### src/rtl/acc_adder_tree_pkg.sv
// Shared definitions for the accumulating adder tree: default sizes,
// operand-vector type and elaboration-time helpers that size the tree levels.
package acc_adder_tree_pkg;

   localparam int DEF_NUM_IN = 9;
   localparam int DEF_IN_W   = 15;
   localparam int DEF_OUT_W  = 32;

   // One beat of operands as delivered by the MAC array.
   typedef logic [DEF_NUM_IN-1:0][DEF_IN_W-1:0] opvec_t;

   // Ceiling log2; the tree depth for n operands.
   function automatic int clog2(input int n);
      int r;
      r = 0;
      for (int i = 0; i < 31; i++) begin
         if ((1 << i) < n) r = i + 1;
      end
      return r;
   endfunction

   // Number of values present at tree level s (level 0 = the raw operands).
   function automatic int tree_cnt(input int n, input int s);
      int c;
      c = n;
      for (int i = 0; i < s; i++) c = (c + 1) / 2;
      return c;
   endfunction

   // Offset (in values) of level s inside the flattened level vector.
   function automatic int tree_off(input int n, input int s);
      int o;
      o = 0;
      for (int i = 0; i < s; i++) o += tree_cnt(n, i);
      return o;
   endfunction

endpackage

### src/rtl/acc_adder_tree_stage.sv
// One registered reduction level of the adder tree. Adjacent pairs are
// summed; an odd trailing value is registered unchanged so all paths through
// the tree have equal depth. Beat qualifiers ride along in lock-step.
module acc_tree_stage #(
   parameter int N_IN = 2,
   parameter int W    = 32
) (
   input  logic                            clk,
   input  logic                            rst_n,
   input  logic                            valid_i,
   input  logic                            first_i,
   input  logic                            last_i,
   input  logic [N_IN-1:0][W-1:0]          data_i,
   output logic                            valid_o,
   output logic                            first_o,
   output logic                            last_o,
   output logic [(N_IN+1)/2-1:0][W-1:0]    data_o
);

   localparam int N_OUT = (N_IN + 1) / 2;

   logic [N_OUT-1:0][W-1:0] data_d, data_q;
   logic                    valid_q, first_q, last_q;

   // Pairwise sums; adds wrap modulo 2^W, which is two's-complement correct.
   for (genvar j = 0; j < N_OUT; j++) begin : g_pair
      if (2 * j + 1 < N_IN) begin : g_add
         assign data_d[j] = data_i[2*j] + data_i[2*j+1];
      end else begin : g_pass
         assign data_d[j] = data_i[2*j];
      end
   end

   // Register the reduced level and forward the beat qualifiers alongside it.
   always_ff @(posedge clk or negedge rst_n) begin
      if (!rst_n) begin
         data_q  <= '0;
         valid_q <= 1'b0;
         first_q <= 1'b0;
         last_q  <= 1'b0;
      end else begin
         data_q  <= data_d;
         valid_q <= valid_i;
         first_q <= first_i;
         last_q  <= last_i;
      end
   end

   assign data_o  = data_q;
   assign valid_o = valid_q;
   assign first_o = first_q;
   assign last_o  = last_q;

endmodule

### src/rtl/acc_adder_tree.sv
// Pipelined signed adder tree followed by a per-group channel accumulator.
// Each beat sums NUM_IN sign-extended operands through clog2(NUM_IN)
// registered levels; the accumulator folds beats between first/last markers
// and emits one result pulse per group.
// Optional build macro ACC_ADDER_TREE_RELU_EN: clamp negative results to 0
// on the output only (accumulator state is unaffected).
module acc_adder_tree
   import acc_adder_tree_pkg::*;
#(
   parameter int NUM_IN = DEF_NUM_IN,
   parameter int IN_W   = DEF_IN_W,
   parameter int OUT_W  = DEF_OUT_W
) (
   input  logic                   clk,
   input  logic                   rst_n,
   input  logic                   in_valid,
   input  logic                   in_first,
   input  logic                   in_last,
   input  logic [NUM_IN*IN_W-1:0] in_data,
   output logic                   out_valid,
   output logic [OUT_W-1:0]       out_data,
   output logic                   busy
);

   localparam int STAGES = clog2(NUM_IN);
   // Total values across all levels, level 0 (operands) through the root.
   localparam int TOT    = tree_off(NUM_IN, STAGES + 1);

   // All tree levels packed back to back; level s starts at tree_off(s).
   logic [TOT*OUT_W-1:0] lvl;
   logic [STAGES:0]      vld_pipe, fst_pipe, lst_pipe;

   assign vld_pipe[0] = in_valid;
   assign fst_pipe[0] = in_first;
   assign lst_pipe[0] = in_last;

   // Level 0: operands sign-extended to the accumulator width.
   for (genvar k = 0; k < NUM_IN; k++) begin : g_sext
      assign lvl[k*OUT_W +: OUT_W] =
         {{(OUT_W-IN_W){in_data[k*IN_W+IN_W-1]}}, in_data[k*IN_W +: IN_W]};
   end

   for (genvar s = 0; s < STAGES; s++) begin : g_stage
      localparam int NI    = tree_cnt(NUM_IN, s);
      localparam int NO    = tree_cnt(NUM_IN, s + 1);
      localparam int OFF_I = tree_off(NUM_IN, s);
      localparam int OFF_O = tree_off(NUM_IN, s + 1);

      acc_tree_stage #(
         .N_IN (NI),
         .W    (OUT_W)
      ) u_stage (
         .clk     (clk),
         .rst_n   (rst_n),
         .valid_i (vld_pipe[s]),
         .first_i (fst_pipe[s]),
         .last_i  (lst_pipe[s]),
         .data_i  (lvl[OFF_I*OUT_W +: NI*OUT_W]),
         .valid_o (vld_pipe[s+1]),
         .first_o (fst_pipe[s+1]),
         .last_o  (lst_pipe[s+1]),
         .data_o  (lvl[OFF_O*OUT_W +: NO*OUT_W])
      );
   end

   // Tree root and its qualifiers.
   logic             t_v, t_f, t_l;
   logic [OUT_W-1:0] t_sum;

   assign t_v   = vld_pipe[STAGES];
   assign t_f   = fst_pipe[STAGES];
   assign t_l   = lst_pipe[STAGES];
   assign t_sum = lvl[(TOT-1)*OUT_W +: OUT_W];

   logic [OUT_W-1:0] acc_d, acc_q;
   logic [OUT_W-1:0] out_data_d, out_data_q;
   logic             out_valid_d, out_valid_q;
   logic             open_d, open_q;
   logic [OUT_W-1:0] base, sum;

   // Accumulator next state: a first marker (or a beat with no open group)
   // restarts from zero, a last marker closes the group and emits the total.
   always_comb begin
      acc_d       = acc_q;
      open_d      = open_q;
      out_valid_d = 1'b0;
      out_data_d  = out_data_q;
      base        = (t_f || !open_q) ? '0 : acc_q;
      sum         = base + t_sum;
      if (t_v) begin
         if (t_l) begin
            out_valid_d = 1'b1;
`ifdef ACC_ADDER_TREE_RELU_EN
            out_data_d  = sum[OUT_W-1] ? '0 : sum;
`else
            out_data_d  = sum;
`endif
            acc_d       = '0;
            open_d      = 1'b0;
         end else begin
            acc_d       = sum;
            open_d      = 1'b1;
         end
      end
   end

   // Accumulator and output registers.
   always_ff @(posedge clk or negedge rst_n) begin
      if (!rst_n) begin
         acc_q       <= '0;
         open_q      <= 1'b0;
         out_valid_q <= 1'b0;
         out_data_q  <= '0;
      end else begin
         acc_q       <= acc_d;
         open_q      <= open_d;
         out_valid_q <= out_valid_d;
         out_data_q  <= out_data_d;
      end
   end

   assign out_valid = out_valid_q;
   assign out_data  = out_data_q;
   // Busy while any beat is inside the tree or a group is still open.
   assign busy      = (|vld_pipe[STAGES:1]) | open_q;

endmodule

### config.mk
export PLATFORM = sky130hd
export DESIGN_NAME = acc_adder_tree
export DESIGN_NICKNAME = d
export VERILOG_FILES = /design/src/rtl/acc_adder_tree_pkg.sv /design/src/rtl/acc_adder_tree_stage.sv /design/src/rtl/acc_adder_tree.sv
export SDC_FILE = /design/constraint.sdc
export NUM_CORES = 1
export LEC_CHECK = 0
export CAP_MARGIN = 20
export CORE_MARGIN = 2
export CORE_UTILIZATION = 35
export CTS_CLUSTER_DIAMETER = 150
export CTS_CLUSTER_SIZE = 24
export DETAILED_ROUTE_END_ITERATION = 16
export MAX_ROUTING_LAYER = met4
export PLACE_DENSITY = 0.61
export SYNTH_ARGS = -nofsm -noshare
export SYNTH_HDL_FRONTEND = slang
export SYNTH_SLANG_ARGS = --single-unit
### constraint.sdc
create_clock -name clk -period 3.15 [get_ports clk]
set_input_delay 0.63 -clock clk [delete_from_list [all_inputs] [get_ports clk]]
set_output_delay 0.63 -clock clk [all_outputs]
set_load 0.1 [all_outputs]
Word level (Yosys, flattened, before mapping)
Cells that the tools add are included.
{"block": "op_classes", "addsub": 9, "n_mul": 0, "div": 0, "magnitude_cmp": 0, "eq_ne": 0, "n_shift": 0, "mux": 5, "bitwise_logic": 1, "n_reduce_logical": 4}
{"op": "$add 32x32->32", "count": 5}
{"op": "$add 15x15->16", "count": 4}
{"op": "$mux 32", "count": 2}
{"op": "$reduce_or 4->1", "count": 1}
{"op": "$mux 1", "count": 3}
{"op": "$reduce_and 2->1", "count": 1}
{"op": "$logic_not 1->1", "count": 1}
{"op": "$logic_or 1x1->1", "count": 1}
{"op": "$or 1x1->1", "count": 1}
{"block": "totals", "regBits": 379, "latchBits": 0, "ram_bits": 0, "rom_bits": 0, "inputBits": 140, "output_inout_bits": 34, "wordCells": 46, "mem_count": 0}

Logic depth before layout (Yosys ltp)
Gate-level depths: netlist of run 1.
{"block": "depth", "word_depth": 5, "mapped_depth": 13, "ltp_nobuf": 12}

Hierarchy
Synthesis of run 1 repeated with hierarchy kept, for this count alone.
{"block": "unflattened", "hier_cells": 2604, "hier_area_um2": 26827.0}
{"mod": "acc_tree_stage at g_stage[0].u_stage", "instances": 1, "cells_per_inst": 988, "area_each_um2": 10432.5, "seq_area_each_um2": 4078.9}
{"mod": "acc_tree_stage at g_stage[1].u_stage", "instances": 1, "cells_per_inst": 582, "area_each_um2": 5983.2, "seq_area_each_um2": 2477.4}
{"mod": "acc_adder_tree", "instances": 1, "cells_per_inst": 466, "area_each_um2": 4419.2, "seq_area_each_um2": 1651.6}
{"mod": "acc_tree_stage at g_stage[2].u_stage", "instances": 1, "cells_per_inst": 300, "area_each_um2": 3400.8, "seq_area_each_um2": 1676.6}
{"mod": "acc_tree_stage at g_stage[3].u_stage", "instances": 1, "cells_per_inst": 268, "area_each_um2": 2591.2, "seq_area_each_um2": 875.8}

Worst setup path before layout of run 1
OpenSTA, ideal clock, no wires.
{"block": "synth_timing", "kind": "flip-flop to flip-flop", "from": "register open_q", "to": "register out_data_q[24], in the netlist out_data[24]", "setup_time_ns": 0.134, "arrival_time_ns": 2.987, "slack_ns": 0.030, "stages_incl_launch_ff": 14, "cell_sequence": "dfrtp_1 -> nor2b_1 -> clkbuf_1 -> and2_1 -> ha_1 -> fa_1 -> a211oi_1 -> o21bai_1 -> a21oi_1 -> o311ai_2 -> a31oi_1 -> o21ai_0 -> xnor2_1 -> o21ai_0"}
{"block": "synth_between", "elab_chain_len": 4}
{"element": "from (decl)", "line_no": "acc_adder_tree.sv:78", "rtl": "logic open_d, open_q;"}
{"element": "from (signal assigned)", "line_no": "acc_adder_tree.sv:116", "rtl": "open_q <= open_d;"}
{"element": "$logic_not 1->1", "line_no": "acc_adder_tree.sv:88", "rtl": "base = (t_f || !open_q) ? '0 : acc_q;"}
{"element": "$logic_or 1x1->1", "line_no": "acc_adder_tree.sv:88"}
{"element": "$mux 32", "line_no": "acc_adder_tree.sv:88"}
{"element": "$add 32x32->32", "line_no": "acc_adder_tree.sv:89", "rtl": "sum = base + t_sum;"}
{"element": "to (signal assigned)", "line_no": "acc_adder_tree.sv:118", "rtl": "out_data_q <= out_data_d;"}
{"element": "to (decl)", "line_no": "acc_adder_tree.sv:76", "rtl": "logic [OUT_W-1:0] out_data_d, out_data_q;"}
Every way passes these cells.
A chain may end at the register's enable or synchronous reset.

Worst setup path in the final report of run 1
{"block": "layout_timing", "from": "register open_q", "to": "register acc_q[31]"}
{"block": "layout_between", "elab_chain_len": 5}
{"element": "$logic_not 1->1", "line_no": "acc_adder_tree.sv:88"}
{"element": "$logic_or 1x1->1", "line_no": "acc_adder_tree.sv:88"}
{"element": "$mux 32", "line_no": "acc_adder_tree.sv:88"}
{"element": "$add 32x32->32", "line_no": "acc_adder_tree.sv:89"}
{"element": "$mux 32", "line_no": "acc_adder_tree.sv:91", "rtl": "if (t_l) begin"}
{"element": "to (signal assigned)", "line_no": "acc_adder_tree.sv:110", "rtl": "acc_q <= '0;"}
{"element": "to (signal assigned)", "line_no": "acc_adder_tree.sv:115", "rtl": "acc_q <= acc_d;"}
{"element": "to (decl)", "line_no": "acc_adder_tree.sv:75", "rtl": "logic [OUT_W-1:0] acc_d, acc_q;"}
Every way passes these cells.

==> metrics list, run 1 <==
- The run finished with clean final reports.
* Maximum frequency from static timing analysis: 0.3297 GHz
- Number of synthesized flops with an enable pin: 0
* Area growth from synthesis to final layout: 20.89%
* Post-synth ARST share: 1.000
* Syn. warnings: 0
- Routed Wire Length: 40560 um
- WP data required: 3560 ps
- MaxCap Viol Count: 0
- Number of search-and-repair iterations in the first detailed-routing pass: 5
* DR vias/cell: 4.992
- Buffers inserted during clock tree synthesis total 17.
* Number of H-tree levels: 1
- Post-synthesis cell area: 17940 um^2
- Area share of the leading cell type in the synthesized netlist: 0.4394
- Setup violations remaining at the end of the flow were counted as 0.
* Wire length on met3: 1318 um
- In the final design database the tool counted 2321 nets.
- Wire length of the first global-routing pass: 67740 um
* Register area share after synthesis: 0.4394
- Diodes inserted: 0
- The worst setup path is launched from a flip-flop.
- Once detailed placement completed, the half-perimeter wirelength came to 31970 um.
- Worst setup slack before clock tree synthesis: -126.0 ps
- Remaining global-route overflow: 0
- Input and output buffers added on the ports amount to 173.
- TritonCTS built the clock tree.
* Fin worst setup slack: 117.1 ps
* Syn Inst Count: 1756
- Highest metal layer with signal wires: met4
- Along the worst path, the maximum fanout reaches 10.
* Register bit count reported by yosys: 315
* Final Skew: 21.40 ps
* Peak supply drop: 348.5 uV
- The critical path is of the flip-flop to flip-flop type.
* Core footprint: 50380 um^2
* Number of design-rule violations left by the first detailed-router iteration: 625
* Power per Cell Area: 941.5 nW/um^2
* Top flip-flop cell by instance count after synthesis: dfrtp_1
* Headroom to the max-slew limit: 0.2796
* Die width: 230.4 um
* Vias in the first global route: 13650
- Once layout is complete, the utilization of the core stands at 0.4305.
- The worst setup path is captured at a flip-flop.
* Length of routed wiring on met1: 19120 um
- At the end of routability-driven placement, the weighted congestion stood at 0.9040.
- In the final routed layout, each cell accounts on average for 15.28 um.
- Counting distinct cell types in the post-synthesis netlist gives 69.
- After detailed routing, the met2 layer carries 19250 um of wire.
- dfrtp_1 takes more of the synthesized area than any other cell.
- Subtracting the final worst setup slack from the clock period gives 3033 ps.
* Number of antenna violations at the first check in global routing: 1
- The later pin in the worst-skew pair is clocked with a latency of 530 ps.
* Ratio of cells with drive above 1 in the final layout: 0.1069
- Endpoints failing hold: 0
- Mean area per synthesized cell: 10.22 um^2
- The clock net in this run drives a total of 315 sinks.
- The tree is rooted in a clkbuf_16.
- Count of pins on the block boundary: 174
* Number of pins with negative max-slew slack in the final report: 0
- For the pin with the worst max-slew slack, the measured transition is 1079 ps.
- Post-Place Cells: 2634
- The tightest min-delay check is of the primary input to async pin type.
- Pin count of the biggest net entering global routing: 80
- The library cells used most frequently in the layout, excluding fill and tap cells, are dfrtp_1, ha_1, a21oi_1.
* DRC violations left: 0
- Counting along the longest clock path gives a buffer depth of 3.
- Height of the die: 230.4 um
* Leakage power of the design: 9.922 nW
- The setup check on the worst reg-to-reg path leaves a slack of 120 ps.
* Residual antenna-violating net count after detailed routing: 0
* Most common cell after layout, fill and taps aside: dfrtp_1
- After floorplanning, the core was divided into 82 placement rows.
- Period utilization: 0.9628
- DR vias: 13250
- Final std cells w/o fill: 2655
- Clock-pin slew on the worst setup and hold paths: 100 ps
* Area of the die: 53080 um^2
* Top post-synthesis cells by area: dfrtp_1, ha_1, xnor2_1
- Arrival time of data at the critical path endpoint: 3440 ps
- Mapped Nets: 2094
- For this configuration, the core starts out at a cell density of 0.3561.
* GRT Overall Usage: 0.1577
## worst max-delay path: stages, from the launching register on
cell       delay [ps]
dfrtp_1           390
nor2b_1           130
buf_4             160
buf_4             160
and2_1            180
ha_4              270
inv_1              50
or3_4             410
buf_6             140
o221ai_2          240
a221oi_2          100
buf_4             180
o31ai_2           260
xnor2_1           170
o2bb2ai_1          80
## sequential cells by signal, indices dropped and copies added (netlist names)
| signal | count |
|---|---|
| g_stage.u_stage.data_o | 237 |
| out_data | 32 |
| g_stage.u_stage.last_o | 4 |
| acc_q | 32 |
| g_stage.u_stage.valid_o | 4 |
| out_valid | 1 |
| g_stage.u_stage.first_o | 4 |
| open_q | 1 |
## cell usage after synthesis (all sizes together), types with 4 or more instances
library cell / n
nand4: 18
a21boi: 8
o31ai: 32
fa: 13
o2bb2ai: 28
a31o: 7
a21oi: 143
o31a: 9
o21ai: 126
nor2: 91
nor4: 4
o21a: 16
and2: 36
buf: 7
o211ai: 4
nand2: 119
xor2: 48
a41oi: 5
nand2b: 20
clkbuf: 48
or3: 6
o41ai: 5
a2111oi: 4
dfrtp: 315
a31oi: 23
nor2b: 22
and3: 8
xnor2: 108
ha: 185
inv: 74
o21ba: 6
a211oi: 16
o21bai: 28
nor3: 18
or2: 4
nand3: 32
a21o: 86
## per-layer routing
metal | track usage | up-vias
li1 | - | 6708
met1 | 0.2056 | 6228
met2 | 0.2653 | 261
met3 | 0.01791 | 56
met4 | 0.03347 | 0
met5 | - | -
## metrics by stage
step	power [mW]	area (um^2)	hold slack, ps	setup TNS, ps
after CTS	20.28	21420	40.64	0
after global routing	22.11	21690	62.14	-26.66
final	20.42	21690	29.46	0
after detailed placement	17.86	20920	336.2	-589.9
after global placement	17.69	20920	332.5	-80.18
after floorplan	14.81	17940	331.2	0
## final cells by class
type,instances,area (um^2)
tap,672,840.8
clock buffer,17,425.4
inverter,74,277.8
clock inverter,2,38.79
timing repair buffer,263,2372
fill,4778,28690
multi-input combinational,1312,9849
sequential,315,7883
## cell families (layout without fill, tap and decap cells)
kind of cell | after synthesis | in the layout | synth area share
muxes | 5 | 5 | 0.002999
AOI/OAI and AO/OA | 565 | 565 | 0.2067
DFF | 315 | 315 | 0.4394
buffers and inverters | 129 | 356 | 0.02741
xor gates and xnor gates | 156 | 156 | 0.07616
adders and majority gates | 198 | 198 | 0.1435
and+or+nand+nor | 388 | 388 | 0.1038
## power by group
group | switching (mW) | internal, mW | leakage (nW) | total (mW)
sequential | 0.630 | 5.50 | 3.76 | 6.13
combinational | 7.20 | 4.80 | 5.94 | 12.0
clock | 1.30 | 0.997 | 0.225 | 2.29
total | 9.12 | 11.3 | 9.92 | 20.4
## worst paths after layout
check                                                        startpoint                                       to  cells after the start
worst max-delay path                                 open_q$_DFFE_PN0P_                    acc_q[31]$_DFFE_PN0P_                     14
worst min-delay path                                              rst_n                  out_data[4]$_DFFE_PN0P_                      1
worst max register to register                       open_q$_DFFE_PN0P_                    acc_q[31]$_DFFE_PN0P_                     14
worst min register to register  g_stage[1].u_stage.data_o[67]$_DFF_PN0_  g_stage[2].u_stage.data_o[35]$_DFF_PN0_                      0
max in group asynchronous                                         rst_n  g_stage[0].u_stage.data_o[67]$_DFF_PN0_                      2
min in group clk                g_stage[1].u_stage.data_o[67]$_DFF_PN0_  g_stage[2].u_stage.data_o[35]$_DFF_PN0_                      0
## what timing repair did
item,in CTS,in global routing
pin swaps,1,25
hold buffers,0,0
setup buffers,0,2
setup endpoints to repair,13,39
gates cloned,0,0
gates resized for setup,8,49
Note: power is estimated with default switching activity, not from simulation.
==> run 2: changes to the inputs <==
--- a/config.mk
+++ b/config.mk
@@ -11,8 +11,7 @@
 export CTS_CLUSTER_DIAMETER = 150
 export CTS_CLUSTER_SIZE = 24
 export DETAILED_ROUTE_END_ITERATION = 16
-export MAX_ROUTING_LAYER = met4
-export PLACE_DENSITY = 0.61
+export PLACE_DENSITY = 0.59
 export SYNTH_ARGS = -nofsm -noshare
 export SYNTH_HDL_FRONTEND = slang
 export SYNTH_SLANG_ARGS = --single-unit
==> constraint.sdc (replaced) <==
create_clock -name clk -period 3.9 [get_ports clk]
set_input_delay 0.78 -clock clk [delete_from_list [all_inputs] [get_ports clk]]
set_output_delay 0.78 -clock clk [all_outputs]
set_load 0.1 [all_outputs]
==> run 2 against run 1 <==
  * Flip-flop and latch count is the same
  * Clock power shrank 19%
  * Routed wire length shrank 3.8%
  * Critical path type unchanged
  * Largest cell class unchanged
==> metrics list, run 2 (synthesis gave the netlist of run 1 again) <==
- Final-stage net count: 2241 (-3.4%)
* Endpoint type of the worst setup path: flip-flop
- Cell depth of the worst flop-to-flop path: 14 (unchanged)
* Pint: 8.771 mW (-22%)
- Final Skew: 18.30 ps (-3.102 ps)
- The floorplan core area is 50380 um^2 (unchanged).
- GRT Overall Usage: 0.1482 (-0.009593)
- The die area came to 53080 um^2 (unchanged).
- Pin count of the biggest net entering global routing: 109 (+36%)
- Number of antenna violations at the first check in global routing: 3 (+2)
- The utilization of the core after routing was 0.4145 (-0.01597).
- WP data required: 4280 ps (+720 ps)
- Number of design-rule violations left by the first detailed-router iteration: 603 (-3.5%)
- Worst Hold Class: primary input to async pin
- Vias in the first global route: 13290 (-2.6%)
* Area growth from synthesis to final layout: 16.40%
- Net Sw Power: 7.128 mW (-22%)
* MaxCap Viol Count: 0 (unchanged)
- Setup repair after global routing missed its margin: no
- Library cell used as clock root buffer: clkbuf_16
- The final wirelength is 39020 um (-3.8%).
- CP Launch Point: open_q$_DFFE_PN0P_
* Setup Viol. Count Final: 0 (unchanged)
* Most common cell after layout, fill and taps aside: dfrtp_1
- Flip-flop count of the largest register, all copies and words added: 237 (unchanged)
* Measured slew at the worst slew-check pin: 1020 ps (-59.10 ps)
* Headroom to the max-slew limit: 0.3190 (+0.03944)
- CTS tree: built
- Count of pins on the block boundary: 174 (unchanged)
* Part of the total power dissipated in the clock network: 0.117 (+0.005)
- The count of final hold-check violations was 0 (unchanged).
* Number of setup buffers added after CTS: 0 (unchanged)
- The H-tree depth was 1 (unchanged).
- The aggregate global routing overflow was 0 (unchanged).
* Hold Buf Count CTS: 0 (unchanged)
* Reg-to-reg slack, setup: 450 ps (+340 ps)
* Leakage power of the design: 9.442 nW (-4.8%)
* Power per Cell Area: 761.4 nW/um^2 (-19%)
- The final-layout worst hold slack is 304.0 ps (+274.6 ps).
- Clock latency on the worst-skew pair: 520 ps (about the same)
- Diodes inserted: 0 (unchanged)
* Switching power as a share of total power: 0.4483 (+0.001524)
- DR vias: 13070 (-1.4%)
- The y dimension of the die is 230.4 um (unchanged).
- R2r startpoint: open_q$_DFFE_PN0P_
* Post-route minimum period: 3447 ps (+413.8 ps)
- Clock-pin slew on the worst setup and hold paths: 100 ps (about the same)
* Maximum root-to-sink buffer count: 3 (unchanged)
- The worst register-to-register path ends at out_data[30]$_DFFE_PN0P_.
* Wire length of the first global-routing pass: 65520 um (-3.3%)
- Arrival time of data at the critical path endpoint: 3820 ps (+380 ps)
* Path type of the worst setup path: flip-flop to flip-flop
- Period utilization: 0.8838 (-0.07906)
- The number of slew-limit violations in the final report was 0 (unchanged).
- Flop pwr share: 0.309 (+0.009)
* Number of search-and-repair iterations in the first detailed-routing pass: 5 (unchanged)
- The sum of negative setup slack is 0 ps (unchanged).
* Peak supply drop: 321.0 uV (-7.9%)
* Residual antenna-violating net count after detailed routing: 0 (unchanged)
- Die width: 230.4 um (unchanged)
- PortBufs: 173 (unchanged)
- The effective utilization at floorplan came to 0.3561 (unchanged).
- Total of cells resized after clock tree synthesis: 0 (-8)
- The share of post-route cells with drive strength above 1 came to 0.03258 (-0.07433).
- The residual DRC count is 0 (unchanged).
* Category of the worst setup path launch point: flip-flop
* Relative contribution of combinational cells to total power: 0.573 (-0.014)
- Final GP Congestion: 0.8993 (-0.52%)
- Total of fill cells in the finished design: 4798 (+0.42%)
* Post-Place Cells: 2556 (-3.0%)
- Average wire per standard cell: 15.15 um (-0.81%)
- Final std cells w/o fill: 2575 (-3.0%)
- The half-perimeter wire length after detailed placement was 30880 um (-3.4%).
- Maximum frequency from static timing analysis: 0.2901 GHz (-12%)
- Number of clock sinks seen by CTS: 315 (unchanged)
- The run finished with clean final reports.
- In the layout the commonest cells are dfrtp_1, ha_1, clkdlybuf4s50_1.
- Largest driver fanout on the critical path: 32 (+22)
- Row cnt: 82 (unchanged)
- DR vias/cell: 5.075 (+1.7%)
- The total clock buffers created by CTS came to 17 (unchanged).
run 2: cell types whose count changed in the layout (fill, tap and decap cells not counted), moves of 3 or more:
| cell | before | now |
|---|---|---|
| a211oi_1 | 8 | 15 |
| a211oi_2 | 8 | 1 |
| a21oi_1 | 140 | 143 |
| buf_4 | 119 | 7 |
| clkdlybuf4s50_1 | 138 | 172 |
| ha_1 | 178 | 185 |
| ha_4 | 6 | 0 |
| o21ai_0 | 108 | 118 |
| o21ai_1 | 15 | 7 |
| o31ai_1 | 25 | 31 |
| o31ai_2 | 4 | 1 |
| o31ai_4 | 3 | 0 |
run 2: layout make-up:
cell class | instances | area, um^2 | share of cell area
multi-input combinational | 1312 | 9568 | 0.4582
sequential | 315 | 7883 | 0.3775
timing repair buffer | 183 | 1849 | 0.08856
tap | 672 | 840.8 | 0.04026
clock buffer | 17 | 425.4 | 0.02037
inverter | 74 | 277.8 | 0.01330
clock inverter | 2 | 38.79 | 0.001857
run 2: power groups by stage:
stage	logic (mW)	clock network [mW]	registers, mW
after detailed placement	9.10	0	4.99
final	9.12	1.86	4.92
after global routing	10.1	2.07	5.06
after floorplan	5.94	0	6.02
after CTS	9.15	1.94	4.94
after global placement	9.00	0	4.99
run 2: worst max path at each step:
| stage | end | slack [ps] | cells past startpoint |
|---|---|---|---|
| floorplan | out_data[24]$_DFFE_PN0P_ | 780 | 13 |
| global placement | g_stage[0].u_stage.data_o[46]$_DFF_PN0_ | 410 | 12 |
| detailed placement | g_stage[0].u_stage.data_o[46]$_DFF_PN0_ | 320 | 12 |
| CTS | out_data[30]$_DFFE_PN0P_ | 430 | 14 |
| global route | out_data[30]$_DFFE_PN0P_ | 180 | 14 |
| finish | out_data[30]$_DFFE_PN0P_ | 450 | 14 |
run 2: critical path, cell delays in order (launching register included):
cell	delay (ps)
dfrtp_1	380
nor2b_1	160
buf_12	170
and2_1	170
ha_1	220
fa_1	450
a211oi_1	230
o21bai_1	100
a21oi_1	150
buf_4	170
o31ai_1	120
a211oi_1	490
o31ai_1	150
xnor2_1	220
o21ai_0	110
run 2: routing by layer:
metal / part of all wire / wire length (um) / track usage
met1: 0.45 / 17650 / 0.1900
met2: 0.48 / 18560 / 0.2594
met3: 0.050 / 1944 / 0.02754
met4: 0.021 / 830 / 0.03226
met5: 0.00069 / 27 / 0
run 2: stage by stage:
step | setup slack, ps | total power [mW] | cell area (um^2)
after CTS | 428.2 | 16.03 | 20880
after global routing | 176.2 | 17.27 | 20880
after floorplan | 779.6 | 11.96 | 17940
final | 453.3 | 15.90 | 20880
after detailed placement | 318.2 | 14.10 | 20420
after global placement | 407.0 | 13.99 | 20420
==> run 3: changes to the inputs <==
--- a/config.mk
+++ b/config.mk
@@ -12,6 +12,7 @@
 export CTS_CLUSTER_SIZE = 24
 export DETAILED_ROUTE_END_ITERATION = 16
 export PLACE_DENSITY = 0.59
+export RECOVER_POWER = 100
 export SYNTH_ARGS = -nofsm -noshare
 export SYNTH_HDL_FRONTEND = slang
 export SYNTH_SLANG_ARGS = --single-unit
==> run 3 against run 2 <==
  * Flip-flop and latch count unchanged
  * Design area down 0.27%
  * Hold slack better by 47 ps
  * Critical path depth down 2
  * Global-route usage unchanged
  * Clock skew about the same
  * Largest cell class unchanged
  * Cell count unchanged
  * Sequential power about the same
  * Register-to-register slack worse by 40 ps
  * Utilization down 0.11 points
  * Power down 0.82%
  * The flow now finishes with violations (capacitance limit, slew limit)
  * Critical path type unchanged
==> metrics list, run 3 (synthesis gave the netlist of run 1 again) <==
* Final GP Congestion: 0.8993 (unchanged)
- Flop pwr share: 0.312 (+0.003)
- CTS tree: built
- The die area came to 53080 um^2 (unchanged).
- Wire length on met3: 1873 um (-3.7%)
- The violation count after the first detailed-routing iteration came to 648 (+7.5%).
- The met2 wire length was 18570 um (about the same).
* Maximum root-to-sink buffer count: 3 (unchanged)
- The final instance area was 20830 um^2 (-0.27%).
* Most frequent cells in the layout: dfrtp_1, ha_1, a21oi_1
* DR vias: 13060 (-0.031%)
* Largest driver fanout on the critical path: 32 (unchanged)
- Power per Cell Area: 757.2 nW/um^2 (-0.55%)
- Wire length of the first global-routing pass: 65520 um (unchanged)
* Remaining global-route overflow: 0 (unchanged)
- The number of placed cells counting well taps is 2556 (unchanged).
- The total clock buffers created by CTS is 17 (unchanged).
* Final-stage net count: 2241 (unchanged)
* Category of the worst setup path launch point: flip-flop
- Height of the die: 230.4 um (unchanged)
* Violations in the final reports: capacitance limit, slew limit
- The relative max-transition margin was -0.7695 (-1.089).
- Clock latency on the worst-skew pair: 520 ps (about the same)
- The static leakage power came to 9.472 nW (+0.33%).
- Total of cells resized after clock tree synthesis: 0 (unchanged)
- Number of search-and-repair iterations in the first detailed-routing pass: 5 (unchanged)
- The slack of the worst reg-to-reg path was 410 ps (-40 ps).
- The maximum number of pins on one net before global-route repair was 109 (unchanged).
* Number of setup buffers added after CTS: 0 (unchanged)
* Hold Buf Count CTS: 0 (unchanged)
* Measured slew at the worst slew-check pin: 2654 ps (+1634 ps)
* Number of pins with negative max-slew slack in the final report: 107 (+107)
* Row cnt: 82 (unchanged)
- Post-route minimum period: 3491 ps (+44.61 ps)
- The top-level I/O count was 174 (unchanged).
- The post-route clock period utilization was 0.8952 (+0.01144).
- The number of flip-flops in the largest register is 237 (unchanged).
* Peak supply drop: 321.8 uV (+0.24%)
- Number of clock sinks seen by CTS: 315 (unchanged)
- Vias in the first global route: 13290 (unchanged)
* Core footprint: 50380 um^2 (unchanged)
- The total inserted antenna cells came to 0 (unchanged).
- The final-layout worst hold slack is 351.4 ps (+47.41 ps).
- Length of routed wiring on met1: 17750 um (+0.52%)
- Pint: 8.678 mW (-1.1%)
- DRC violations left: 0 (unchanged)
- The setup-violating endpoint count in the final report is 0 (unchanged).
* Number of antenna violations at the first check in global routing: 3 (unchanged)
* Endpoint type of the worst setup path: flip-flop
- The clock slew at the register clock pins of the worst setup and hold paths is 100 ps (about the same).
- Most common cell after layout, fill and taps aside: dfrtp_1
- DR vias/cell: 5.073 (about the same)
- The final wirelength was 39050 um (about the same).
- Die width: 230.4 um (unchanged)
- PortBufs: 173 (unchanged)
- The fraction of power consumed by the clock network was 0.118 (about the same).
- Net Sw Power: 7.091 mW (-0.52%)
- Arrival time of data at the critical path endpoint: 3950 ps (+130 ps)
- The worst hold path belongs to the class flip-flop to flip-flop.
* Library cell used as clock root buffer: clkbuf_16
- The effective utilization at floorplan was 0.3561 (unchanged).
* MaxCap Viol Count: 1 (+1)
- The number of nets still failing antenna checks after routing came to 0 (unchanged).
- The achievable clock frequency came to 0.2864 GHz (-1.3%).
- The sum of negative setup slack was 0 ps (unchanged).
* Dpl hpwl: 30880 um (unchanged)
- From synthesis to final layout, the design area changed by 16.09%.
- The mean routed wirelength per cell was 15.17 um (about the same).
* Endpoints failing hold: 0 (unchanged)
* Outcome: finished, violations left
- Final std cells w/o fill: 2575 (unchanged)
- Relative contribution of combinational cells to total power: 0.571 (-0.002)
* WP data required: 4350 ps (+70 ps)
- Area after DPL: 20420 um^2 (unchanged)
* Number of H-tree levels: 1 (unchanged)
* Setup repair after global routing missed its margin: no
- The net switching fraction of the power came to 0.4497 (+0.001367).
- The highest metal layer carrying signal wires in the routed design is met5.
- The global-route usage over all layers came to 0.1482 (unchanged).
* Final Skew: 18.42 ps (+0.1187 ps)
- Ratio of cells with drive above 1 in the final layout: 0.02733 (-0.005255)
- The critical path is of the flip-flop to flip-flop type.
==> run 3: changes by cell type in the layout (fill, tap and decap cells not counted), moves of 2 or more <==
cell and change:
o21ai_1 -4, dlygate4sd3_1 +57, clkbuf_2 +3, and2_0 +4, o21ai_0 +5, o21ba_2 -2, clkdlybuf4s50_1 -57, buf_4 -2
o21ba_1 +2, and2_1 -4
==> run 3: stage by stage <==
| stage | total power, mW | util | setup WS [ps] |
|---|---|---|---|
| finish | 15.77 | 0.4134 | 408.7 |
| global route | 17.13 | 0.4134 | 128.9 |
| global placement | 13.99 | 0.4053 | 407.0 |
| floorplan | 11.96 | - | 779.6 |
| detailed placement | 14.10 | 0.4053 | 318.2 |
| CTS | 16.03 | 0.4145 | 428.2 |
==> run 3: path summary, 6_finish.rpt <==
check                                                               from                                       to  depth (start not counted)
worst max register to register                        open_q$_DFFE_PN0P_                    acc_q[27]$_DFFE_PN0P_                         12
max in group asynchronous                                          rst_n   g_stage[2].u_stage.data_o[2]$_DFF_PN0_                          2
worst min register to register  g_stage[0].u_stage.data_o[129]$_DFF_PN0_  g_stage[1].u_stage.data_o[65]$_DFF_PN0_                          0
worst max-delay path                                  open_q$_DFFE_PN0P_                    acc_q[27]$_DFFE_PN0P_                         12
worst min-delay path            g_stage[0].u_stage.data_o[129]$_DFF_PN0_  g_stage[1].u_stage.data_o[65]$_DFF_PN0_                          0
min in group asynchronous                                          rst_n   g_stage[3].u_stage.data_o[0]$_DFF_PN0_                          1
==> run 3: final cells by class <==
cell class	instances	area [um^2]
clock buffers	17	425.4
clock inverters	2	38.79
fillers	4805	29550
inverters	74	277.8
multi-input cells	1312	9527
flip-flops and latches	315	7883
well taps	672	840.8
repair buffers	183	1834
==> run 3: power by group through the flow <==
stage                     clock network, mW  registers, mW  logic (mW)
final                                  1.85           4.91        9.00
after global routing                   2.07           5.05        10.0
after CTS                              1.94           4.94        9.15
after detailed placement                  0           4.99        9.10
after global placement                    0           4.99        9.00
after floorplan                           0           6.02        5.94
==> run 3: layer usage <==
metal  GRT usage  up-vias
li1            -     6563
met2      0.2594      262
met4     0.03226        4
met5           0        -
met3     0.02754       63
met1      0.1900     6172
==> run 3: critical path, stage by stage (launching register included) <==
cell and delay [ps]:
dfrtp_1 350, nor2b_1 240, buf_12 210, and2_0 220, ha_1 280, a211oi_1 270, o21ai_0 180, nand2_1 130
o221ai_1 210, a221oi_2 570, o21bai_1 240, or3_1 390, nand3_1 100
==> variant, RTL diff (config.mk and constraints of run 3) <==
The package constant `DEF_OUT_W` goes from 32 to 16.
--- a/src/rtl/acc_adder_tree_pkg.sv
+++ b/src/rtl/acc_adder_tree_pkg.sv
@@ -5,5 +5,5 @@
    localparam int DEF_NUM_IN = 9;
    localparam int DEF_IN_W   = 15;
-   localparam int DEF_OUT_W  = 32;
+   localparam int DEF_OUT_W  = 16;
 
    // One beat of operands as delivered by the MAC array.
Ports: changed (resized out_data); port bits go from 174 to 158. No check against the original RTL was run, so the function may have changed too.
==> variant against run 3 <==
- the run still ends with max-capacitance violations, max-slew violations left
- sequential cell count decreased by 96
- clock power is 26% lower
- setup slack better by 0.21 ns
- first-iteration DRC count fell by 38%
- maximum frequency up 6.4%
- cell area decreased by 31%
- wire length fell by 41%
- combinational power is 48% lower
- sequential share of layout area rose by 0.13 points
- area after synthesis decreased by 33%
- power down 41%
- critical path type is now in -> reg
- critical endpoint is now g_stage[0].u_stage.data_o[46]
==> variant: results (changes against run 3) <==
Timing
  • Skew final: 0.0287 ns (+0.0103 ns)
  • Max Slew Vio Count: 103 (-3.7%)

Finish
  • # nets final: 1530 (-32%)
  • Flip-flop count of the largest register after layout: 173 (-27%)

Worst setup path
  • CP endpoint: g_stage[0].u_stage.data_o[46]
  • Data arrival, critical path: 3.64 ns (-0.31 ns)
  • Critical Path Start: in_data[60]
  • CP max stage cell: dlygate4sd3_1

Job
  • Max Cap Violations: 1 (unchanged)

Place
  • Cell Count Post-Placement: 1679 (-34%)
  • DP Worst Slack: 0.435 ns (+0.117 ns)
  • Final GP Congestion: 0.860 (-4.3%)
  • DP Area: 14100 µm² (-31%)

Pwr
  • Leak: 6.38 nW (-33%)
  • Max VDD drop: 443 µV (+38%)

Clock network
  • CTS Buf Count: 13 (-4)

Global routing
  • Pin count of the biggest net entering global routing: 105 (-3.7%)
  • Total GRT Usage: 13.1% (-1.7 points)
  • Met1 Usage GRT: 17.0% (-2.0 points)
  • Grt met2 use: 23.2% (-2.8 points)

Route
  • Highest routed metal layer: met4
  • Met3 WL post-DR: 901 µm (-52%)
  • Iteration-0 DRC Markers: 404 (-38%)
  • Vias/cell: 4.90 (-3.5%)

Yosys
  • Synth top cells by count: dfrtp_1 (219), ha_1 (135), a21oi_1 (84)
  • Yosys cell types: 80 (+16%)
  • Synth area leaders: dfrtp_1 (46%), ha_1 (14%), xnor2_1 (5.5%)

Status
  • Outcome: finished with violations
  • Failing checks: max-capacitance violations, max-slew violations
## variant: changes by cell type after synthesis, moves of 27 or more
cell      delta
dfrtp_1     -96
nand2_1     -68
o21ai_0     -64
a21oi_1     -59
ha_1        -50
inv_1       -46
a21o_1      -45
nor2_1      -38
clkbuf_1    -35
xnor2_1     -33
o31ai_1     -27
## variant: worst min-delay path by stage
stage                                  start                            end  slack, ns  cells after the start
2_1_floorplan  g_stage[0].u_stage.data_o[64]  g_stage[1].u_stage.data_o[32]       0.33                      0
3_3_place_gp   g_stage[1].u_stage.data_o[37]  g_stage[2].u_stage.data_o[21]       0.33                      0
3_5_place_dp   g_stage[0].u_stage.data_o[68]  g_stage[1].u_stage.data_o[36]       0.33                      0
4_1_cts        g_stage[1].u_stage.data_o[42]  g_stage[2].u_stage.data_o[26]       0.35                      0
5_1_grt        g_stage[1].u_stage.data_o[42]  g_stage[2].u_stage.data_o[26]       0.36                      0
6_report       g_stage[1].u_stage.data_o[32]  g_stage[2].u_stage.data_o[16]       0.35                      0
## variant: cell type report
| class | count | area [µm²] |
|---|---|---|
| flip-flops and latches | 219 | 5480 |
| clock buffers | 13 | 325 |
| fillers | 3202 | 19200 |
| clock inverters | 2 | 38.8 |
| well taps | 448 | 561 |
| repair buffers | 161 | 1610 |
| inverters | 30 | 115 |
| multi-input cells | 821 | 6300 |
| diodes | 1 | 2.50 |
## variant: kinds of logic after synthesis
family                   synth area share (%)
buffers and inverters                    1.53
AND/OR/NAND/NOR                          10.1
AO/OA/AOI/OAI                            18.3
flip-flops                               45.6
adder cells (fa/ha/maj)                  15.6
XOR/XNOR                                 8.12
multiplexers                            0.667
## variant: power by group
part / internal (mW) / total, mW / switching, mW
Combinational: 1.99 / 4.72 / 2.73
Clock: 0.621 / 1.36 / 0.743
Sequential: 2.95 / 3.22 / 0.267
